--- config.mk ---
export PLATFORM = sky130hd
export DESIGN_NAME = sound_player_multi
export DESIGN_NICKNAME = d
export VERILOG_FILES = /design/src/rtl/sound_player_multi_pkg.sv /design/src/rtl/sound_player_multi_tone_gen.sv /design/src/rtl/sound_player_multi.sv
export SDC_FILE = /design/constraint.sdc
export NUM_CORES = 1
export LEC_CHECK = 0
export CAP_MARGIN = 20
export CORE_MARGIN = 4
export CORE_UTILIZATION = 68
export CTS_BUF_LIST = sky130_fd_sc_hd__clkbuf_8
export CTS_CLUSTER_DIAMETER = 100
export CTS_CLUSTER_SIZE = 25
export DETAILED_ROUTE_END_ITERATION = 10
export DONT_BUFFER_PORTS = 1
export PLACE_DENSITY = 0.86
export SYNTH_ARGS = -nofsm -noshare
export SYNTH_HDL_FRONTEND = slang
export SYNTH_SLANG_ARGS = --single-unit
--- constraint.sdc ---
create_clock -name clk -period 4.91 [get_ports clk]
set_input_delay 0.491 -clock clk [delete_from_list [all_inputs] [get_ports clk]]
set_output_delay 0.491 -clock clk [all_outputs]
set_load 0.02 [all_outputs]
--- src/rtl/sound_player_multi_pkg.sv ---
// sound_player_multi_pkg: shared FSM encodings and default tone tables for the multi-lane buzzer player.
package sound_player_multi_pkg;
    typedef enum logic [1:0] {
        S_IDLE = 2'd0,
        S_PLAY = 2'd1,
        S_GAP  = 2'd2
    } state_t;

    localparam int          DEF_DIV_W     = 20;
    localparam int          DEF_DUR_W     = 24;
    localparam logic [19:0] DEF_HIT_HALF  = 20'd50000;
    localparam logic [19:0] DEF_MISS_HALF = 20'd200000;
    localparam logic [23:0] DEF_DUR       = 24'd5000000;
    localparam logic [23:0] DEF_GAP       = 24'd500000;
endpackage

--- src/rtl/sound_player_multi_tone_gen.sv ---
// tone_gen: half-period counter driving a square wave; held cleared while disabled.
module tone_gen #(
    parameter int DIV_W = 20
) (
    input  logic             clk,
    input  logic             rst,
    input  logic             en,
    input  logic [DIV_W-1:0] half,
    output logic             sq
);
    logic [DIV_W-1:0] cnt;
    logic [DIV_W-1:0] lim;

    // a zero half-period behaves as one so the wave never stalls
    assign lim = (half == '0) ? '0 : half - 1'b1;

    always_ff @(posedge clk or negedge rst) begin
        if (!rst) begin
            cnt <= '0;
            sq  <= 1'b0;
        end else if (!en) begin
            cnt <= '0;
            sq  <= 1'b0;
        end else if (cnt >= lim) begin
            cnt <= '0;
            sq  <= ~sq;
        end else begin
            cnt <= cnt + 1'b1;
        end
    end
endmodule

--- src/rtl/sound_player_multi.sv ---
// sound_player_multi: per-lane hit / shared miss buzzer player with one-deep last-wins pending buffer, gap and mute.
module sound_player_multi
    import sound_player_multi_pkg::*;
#(
    parameter int                     LANES      = 4,
    parameter int                     DIV_W      = DEF_DIV_W,
    parameter logic [LANES*DIV_W-1:0] HIT_HALF   = {LANES{DIV_W'(DEF_HIT_HALF)}},
    parameter logic [DIV_W-1:0]       MISS_HALF  = DIV_W'(DEF_MISS_HALF),
    parameter int                     DUR_W      = DEF_DUR_W,
    parameter logic [DUR_W-1:0]       DUR_CYCLES = DUR_W'(DEF_DUR),
    parameter logic [DUR_W-1:0]       GAP_CYCLES = DUR_W'(DEF_GAP)
) (
    input  logic             clk,
    input  logic             rst,
    input  logic [LANES-1:0] note_action,
    input  logic [LANES-1:0] note_success,
    input  logic             mute,
    output logic             buzzer_sound,
    output logic             busy,
    output logic [2:0]       tone_lane,
    output logic             tone_hit
);
    state_t           state, nxt;
    logic             ev_valid, ev_hit, eff_valid, eff_hit;
    logic             pend_valid, pend_hit, play_load;
    logic             mute_q, tone_end, gap_end, tone_en, sq;
    logic [2:0]       ev_lane, eff_lane, pend_lane;
    logic [DUR_W-1:0] dur_cnt, gap_cnt;
    logic [DIV_W-1:0] hit_tab [8];
    logic [DIV_W-1:0] half;

    for (genvar g = 0; g < 8; g++) begin : g_tab
        if (g < LANES) begin : g_on
            assign hit_tab[g] = HIT_HALF[g*DIV_W +: DIV_W];
        end else begin : g_off
            assign hit_tab[g] = DIV_W'(1);
        end
    end

    // descending scan leaves the lowest set lane as the winner
    always_comb begin
        ev_lane = '0;
        ev_hit  = 1'b0;
        for (int i = LANES - 1; i >= 0; i--) begin
            if (note_action[i]) begin
                ev_lane = 3'(i);
                ev_hit  = note_success[i];
            end
        end
    end

    assign ev_valid  = |note_action;
    assign eff_valid = ev_valid | pend_valid;
    assign eff_lane  = ev_valid ? ev_lane : pend_lane;
    assign eff_hit   = ev_valid ? ev_hit : pend_hit;
    assign tone_end  = dur_cnt == DUR_CYCLES - 1'b1;
    assign gap_end   = gap_cnt == GAP_CYCLES - 1'b1;

    always_comb begin
        nxt       = state;
        play_load = 1'b0;
        case (state)
            S_IDLE: begin
                nxt       = ev_valid ? S_PLAY : S_IDLE;
                play_load = ev_valid;
            end
            S_PLAY: begin
                if (tone_end) begin
                    nxt       = !eff_valid ? S_IDLE : (GAP_CYCLES == '0) ? S_PLAY : S_GAP;
                    play_load = eff_valid && (GAP_CYCLES == '0);
                end
            end
            S_GAP: begin
                nxt       = gap_end ? S_PLAY : S_GAP;
                play_load = gap_end;
            end
            default: nxt = S_IDLE;
        endcase
    end

    always_ff @(posedge clk or negedge rst) begin
        if (!rst) begin
            state      <= S_IDLE;
            mute_q     <= 1'b0;
            dur_cnt    <= '0;
            gap_cnt    <= '0;
            tone_lane  <= '0;
            tone_hit   <= 1'b0;
            pend_valid <= 1'b0;
            pend_lane  <= '0;
            pend_hit   <= 1'b0;
        end else begin
            state     <= nxt;
            mute_q    <= mute;
            dur_cnt   <= (nxt == S_PLAY && !play_load) ? dur_cnt + 1'b1 : '0;
            gap_cnt   <= (state == S_GAP && nxt == S_GAP) ? gap_cnt + 1'b1 : '0;
            tone_lane <= play_load ? eff_lane : (nxt == S_PLAY) ? tone_lane : '0;
            tone_hit  <= play_load ? eff_hit : (nxt == S_PLAY) && tone_hit;
            if (play_load) begin
                pend_valid <= 1'b0;
            end else if (ev_valid) begin
                pend_valid <= 1'b1;
                pend_lane  <= ev_lane;
                pend_hit   <= ev_hit;
            end
        end
    end

    // the square is cleared on the tone's last cycle so a back-to-back tone restarts in phase
    assign tone_en = (state == S_PLAY) && !tone_end;
    assign half    = tone_hit ? hit_tab[tone_lane] : MISS_HALF;

    tone_gen #(.DIV_W(DIV_W)) u_tone (
        .clk (clk),
        .rst (rst),
        .en  (tone_en),
        .half(half),
        .sq  (sq)
    );

    assign buzzer_sound = sq & ~mute_q & (state == S_PLAY);
    assign busy         = (state != S_IDLE) | pend_valid;
endmodule

# == Yosys cells after proc, flatten, opt, wreduce, memory -nomap -nowiden ==
# Memory sizes are Yosys's and may differ from the RTL's.
# Cells that the tools add are included.
# totals
rom_bits,160
input_bits,11
output_inout_bits,6
register_bits,81
memories,1
wordCells,75
# op_classes
bitwise,7
eq_ne,8
reduce_logical,11
n_mux,31
n_addsub,4
order_cmp,2
# memory_table
memory,words,width,rd,rd_ports_with_merged_regs,wr,line_no,rtl
(no name shown),8,20,1,0,0,sound_player_multi.sv:111,assign half = tone_hit ? hit_tab[tone_lane] : MISS_HALF;
# ops
cell,n
$mux W20,6
$add A24 B1 Y24 const B,2
$mux W24,2
$eq A24 B19 Y1 const B,1
$eq A24 B23 Y1 const B,1
$add A20 B1 Y20 const B,1
$ge A20 B20 Y1,1
$logic_not A20 Y1,1
$sub A20 B1 Y20 const B,1
$mux W3,6
$mux W1,11
$mux W2,4
$pmux W2 S3,1
$eq A2 B1 Y1 const B,2
$eq A2 B2 Y1 const B,2
$ge A4 B4 Y1 const B,1
$logic_and A1 B1 Y1,4
$not A3 Y4,1
$reduce_bool A2 Y1,2
$reduce_or A4 Y1,1
$and A1 B1 Y1,2
$logic_not A1 Y1,2
$logic_not A2 Y1,1
$ne A2 B1 Y1 const B,1
other kinds (4),6

# == Depth between registers and ports, before layout ==
# depth
ltp_word,10
depth_mapped,9
ltp_nobuf,8

# == Hierarchy ==
# From an unflattened synthesis, not the netlist that was laid out.
# unflattened
cells_unflattened,540
hier_area_um2,4949.7
# modules_own_cells
mod,seq_area_each_um2,instances,cells_per_inst,area_per_inst_um2
sound_player_multi,1501.4,1,320,3101.7
tone_gen,525.5,1,220,1848.0

# == Least setup slack after synthesis ==
# Ideal clock, no wire load.
# synth_path
kind,register to register
startpoint,register tone_hit
endpoint,register u_tone.sq
t_arrival_ps,2184
stages_incl_launch_ff,8
setup_ps,79
required_time_ps,4831
slack_ps,2647
path_cell_list,dfrtp_1 -> nand2b_1 -> ha_1 -> nand4_1 -> or4_1 -> o211ai_2 -> buf_6 -> mux2i_1
# synth_between
elab_chain_len,5
word_cells_on_any_way,6
cone_classes,add/sub: 1; order compare: 1; eq/ne: 1; mux: 2; reduce/logical: 1
# synth_rtl
item,line_no,rtl
"start, declared",sound_player_multi.sv:21,output logic tone_hit
"start signal, assigned",sound_player_multi.sv:98,tone_hit <= play_load ? eff_hit : (nxt == S_PLAY) && tone_hit;
$mux W20 *,sound_player_multi.sv:111,
$sub A20 B1 Y20 / $logic_not A20 Y1 (equally long branches),sound_player_multi_tone_gen.sv:15,assign lim = (half == '0) ? '0 : half - 1'b1;
$mux W20 *,sound_player_multi_tone_gen.sv:15,
$ge A20 B20 Y1 *,sound_player_multi_tone_gen.sv:24,end else if (cnt >= lim) begin
$ne A2 B2 Y1 (no source line) *,--,
"end signal, assigned",sound_player_multi_tone_gen.sv:26,sq <= ~sq;
"end, declared",sound_player_multi_tone_gen.sv:9,output logic sq
# Every way passes the cells marked *; elsewhere a longest branch is shown, timed or not.
# A chain may end at the register's enable or synchronous reset.

# == Worst setup path in the final report ==
# Same ends and word-level chain as after synthesis.

==> run metrics <==
headroom to the max-slew limit 33.4%; chip width 86.6 µm; # Max-Cap Violations 0; Mapped Cells 424; worst-path maximum fanout 20; WL final 8420 µm; cell leakage power 0.00195 µW; Synth Area per Inst 9.91 µm²; Final setup viols 0; Remaining DRCs 0; Iter 0 DRT Violations 170; top cell type's share of synthesized area 48.2%; RSZ-0062 raised after global routing false; ys flop type dfrtp_1; critical setup path kind flop to flop; H-tree depth 3; Clock Pin Slew Worst Setup and Hold Paths 0.09 ns; Synth area leaders dfrtp_1 (48%), xor2_1 (7.9%), nor2_1 (5.8%), ha_1 (5.7%), xnor2_1 (4.8%); Final Wtd Congestion 0.854; Final Hold Vio Count 0; Switching Fraction 29.4%; PD cells 309 mW/mm²; post-route ant nets 0; Overall Global Routing Usage 25.0%; count leader, synth dfrtp_1; CP required 5.18 ns; antenna violations before repair 0; Final Skew 0.0162 ns; ys async rst share 100%; synth unique cells 42; I/O Pins 17; Ys Warns 0; Setup TNS 0 ns; Via density 6.08; vias in the first global route 3222; CTS Buf Count 9; peak supply drop 0.258 mV; Synth Register Bits 81; synthesis-to-layout area growth 6.28%; slowest cell on the critical path o211ai_2; GR Layer Usage met2 40.8%; Synth area leader dfrtp_1; crit path buf inv count 0; core area 0.00596 mm²; crit-path cells nand2b_1, ha_1, nand4_1, or4_1, o211ai_2, mux2i_1; met3 usage 4.37%; DPL Wire Length 5850 µm; first-pass GRT wire length 14800 µm; Max Transition Viols Final 0; largest stage delay on the critical path 0.73 ns; status completed; sequential element share of the synthesized area 48.2%; Hold Path Class primary input to asynchronous set/reset pin; Row Count 28; Startpoint Class flop; met1 Resource Use GR 32.8%; most frequent cells after synthesis dfrtp_1 (81), nor2_1 (65), xor2_1 (38); Port-buffer cells 0; EDFF count, synth 0; clock buffer depth 2; total global routing overflow 0; Gate power share 11.4%; Clock Latency Late Sink 0.35 ns; Critical Path AT 3.29 ns; Starting Density 70.6%; Syn Nets 454; critical path's top delay family simple AND/OR/NAND/NOR gates; DR vias 3075; share of layout cells above drive strength 1 5.57%; Die ar. 0.00750 mm²; Clock Power Share 33.2%; clk sinks 81; Finished Cell Area 0.00447 mm²; drt first pass iters 4; Final nets 456; sequential power share 55.4%; Internal 975 µW; Switch Pwr 405 µW; global route hottest layer met2; Final Critical Period 3.02 ns; Mapped Area 0.00420 mm²; pin count of the biggest net entering global routing 82; max frequency 331 MHz; Hold WS 0.0241 ns; CTS tree built; Die Height 86.6 µm; DR WL/cell 16.6 µm; Area after DPL 0.00425 mm²; postcts setup bufs 0; crit end category flop; Final Cycle Share 61.6%; number of inserted diodes 0; Tot Pwr 1380 µW; CTS Root Cell clkbuf_8; Tightest Pin Transition 0.991 ns
==> cells by family (layout without fill, tap and decap cells) <==
logic type,Yosys count,in the layout,share of synthesized area (%)
muxes,4,4,1.04
other,2,2,0.179
xor gates and xnor gates,61,61,12.7
DFF,81,81,48.2
adders and majority gates,19,19,5.66
AOI/OAI and AO/OA,26,26,4.67
and+or+nand+nor,209,209,25.3
buffers and inverters,22,29,2.23
==> worst register-to-register path: cells and delay by family (launching register included) <==
kind | cells | cell delay [ns]
flip-flops | 1 | 0.66
adder cells (fa/ha/maj) | 1 | 0.38
multiplexers | 1 | 0.26
AO/OA/AOI/OAI | 1 | 0.73
AND/OR/NAND/NOR | 3 | 0.91
==> final cells by class <==
type                    count  area (µm²)
multi-input cells         321        2080
flip-flops and latches     81        2030
fillers                   420        1490
clock buffers              10         138
well taps                  75        93.8
clock inverters             6        50.0
inverters                  11        41.3
repair buffers              2        35.0
==> layout by cell type (no fill, tap or decap), drive strengths merged, types with 2 or more instances in the layout <==
| cell | count |
|---|---|
| dfrtp | 81 |
| nor2 | 65 |
| xor2 | 38 |
| nor3 | 30 |
| nand3 | 25 |
| xnor2 | 23 |
| nand4 | 22 |
| nand2 | 19 |
| ha | 19 |
| inv | 13 |
| clkbuf | 10 |
| and3 | 9 |
| and4 | 9 |
| nor4 | 8 |
| nand2b | 7 |
| a21oi | 4 |
| and2 | 4 |
| or3 | 3 |
| a22o | 3 |
| mux2 | 3 |
| or4 | 3 |
| nor3b | 2 |
| o21ai | 2 |
| a31oi | 2 |
| a21o | 2 |
| a221oi | 2 |
| o21a | 2 |
| o31ai | 2 |
| nor2b | 2 |
| conb | 2 |
| clkinvlp | 2 |
| clkinv | 2 |
| o211ai | 2 |
| buf | 2 |
==> repair_timing <==
action,4_1_cts,5_1_grt
resized for setup,0,0
hold buffers,1,0
setup endpoints to repair,0,0
hold endpoints to repair,81,0
==> metal layers <==
metal / vias up / share of wire [%]
met1: 1504 / 45
met3: 21 / 3.2
li1: 1496 / -
met5: - / 0
met4: 0 / 2.6
met2: 54 / 50
==> path summary, 6_finish.rpt <==
| check | start | to | slack, ns | cells after the start |
|---|---|---|---|---|
| max in group asynchronous | rst | dur_cnt[19] | 4.57 | 1 |
| setup reg to reg | tone_hit | u_tone.sq | 1.89 | 6 |
| hold / removal | rst | tone_lane[0] | 0.02 | 1 |
| hold reg to reg | gap_cnt[0] | gap_cnt[0] | 0.50 | 1 |
| min in group clk | mute | mute_q | 0.17 | 0 |
| setup / recovery | tone_hit | u_tone.sq | 1.89 | 6 |
==> registers in the layout, summed over array words and instances (netlist names) <==
| signal | flops |
|---|---|
| dur_cnt | 24 |
| gap_cnt | 24 |
| u_tone.cnt | 20 |
| pend_lane | 3 |
| tone_lane | 3 |
| state | 2 |
| mute_q | 1 |
| pend_hit | 1 |
| pend_valid | 1 |
| tone_hit | 1 |
| u_tone.sq | 1 |
==> power by group through the flow <==
stage	Combinational, µW	Sequential (µW)	Clock [µW]
floorplan	114	763	0
global placement	127	772	0
detailed placement	139	777	0
CTS	155	764	465
global route	182	772	498
finish	157	765	458
==> per-stage QoR <==
stage                     std cells  util (%)  setup WS [ns]
after floorplan                 424         -           2.65
after global placement          489      71.4           2.09
after detailed placement        489      71.4           1.94
after CTS                       506      75.0           1.94
after global routing            506      75.0           1.70
final                           506      75.0           1.89
Power figures use the tool's default switching activity.
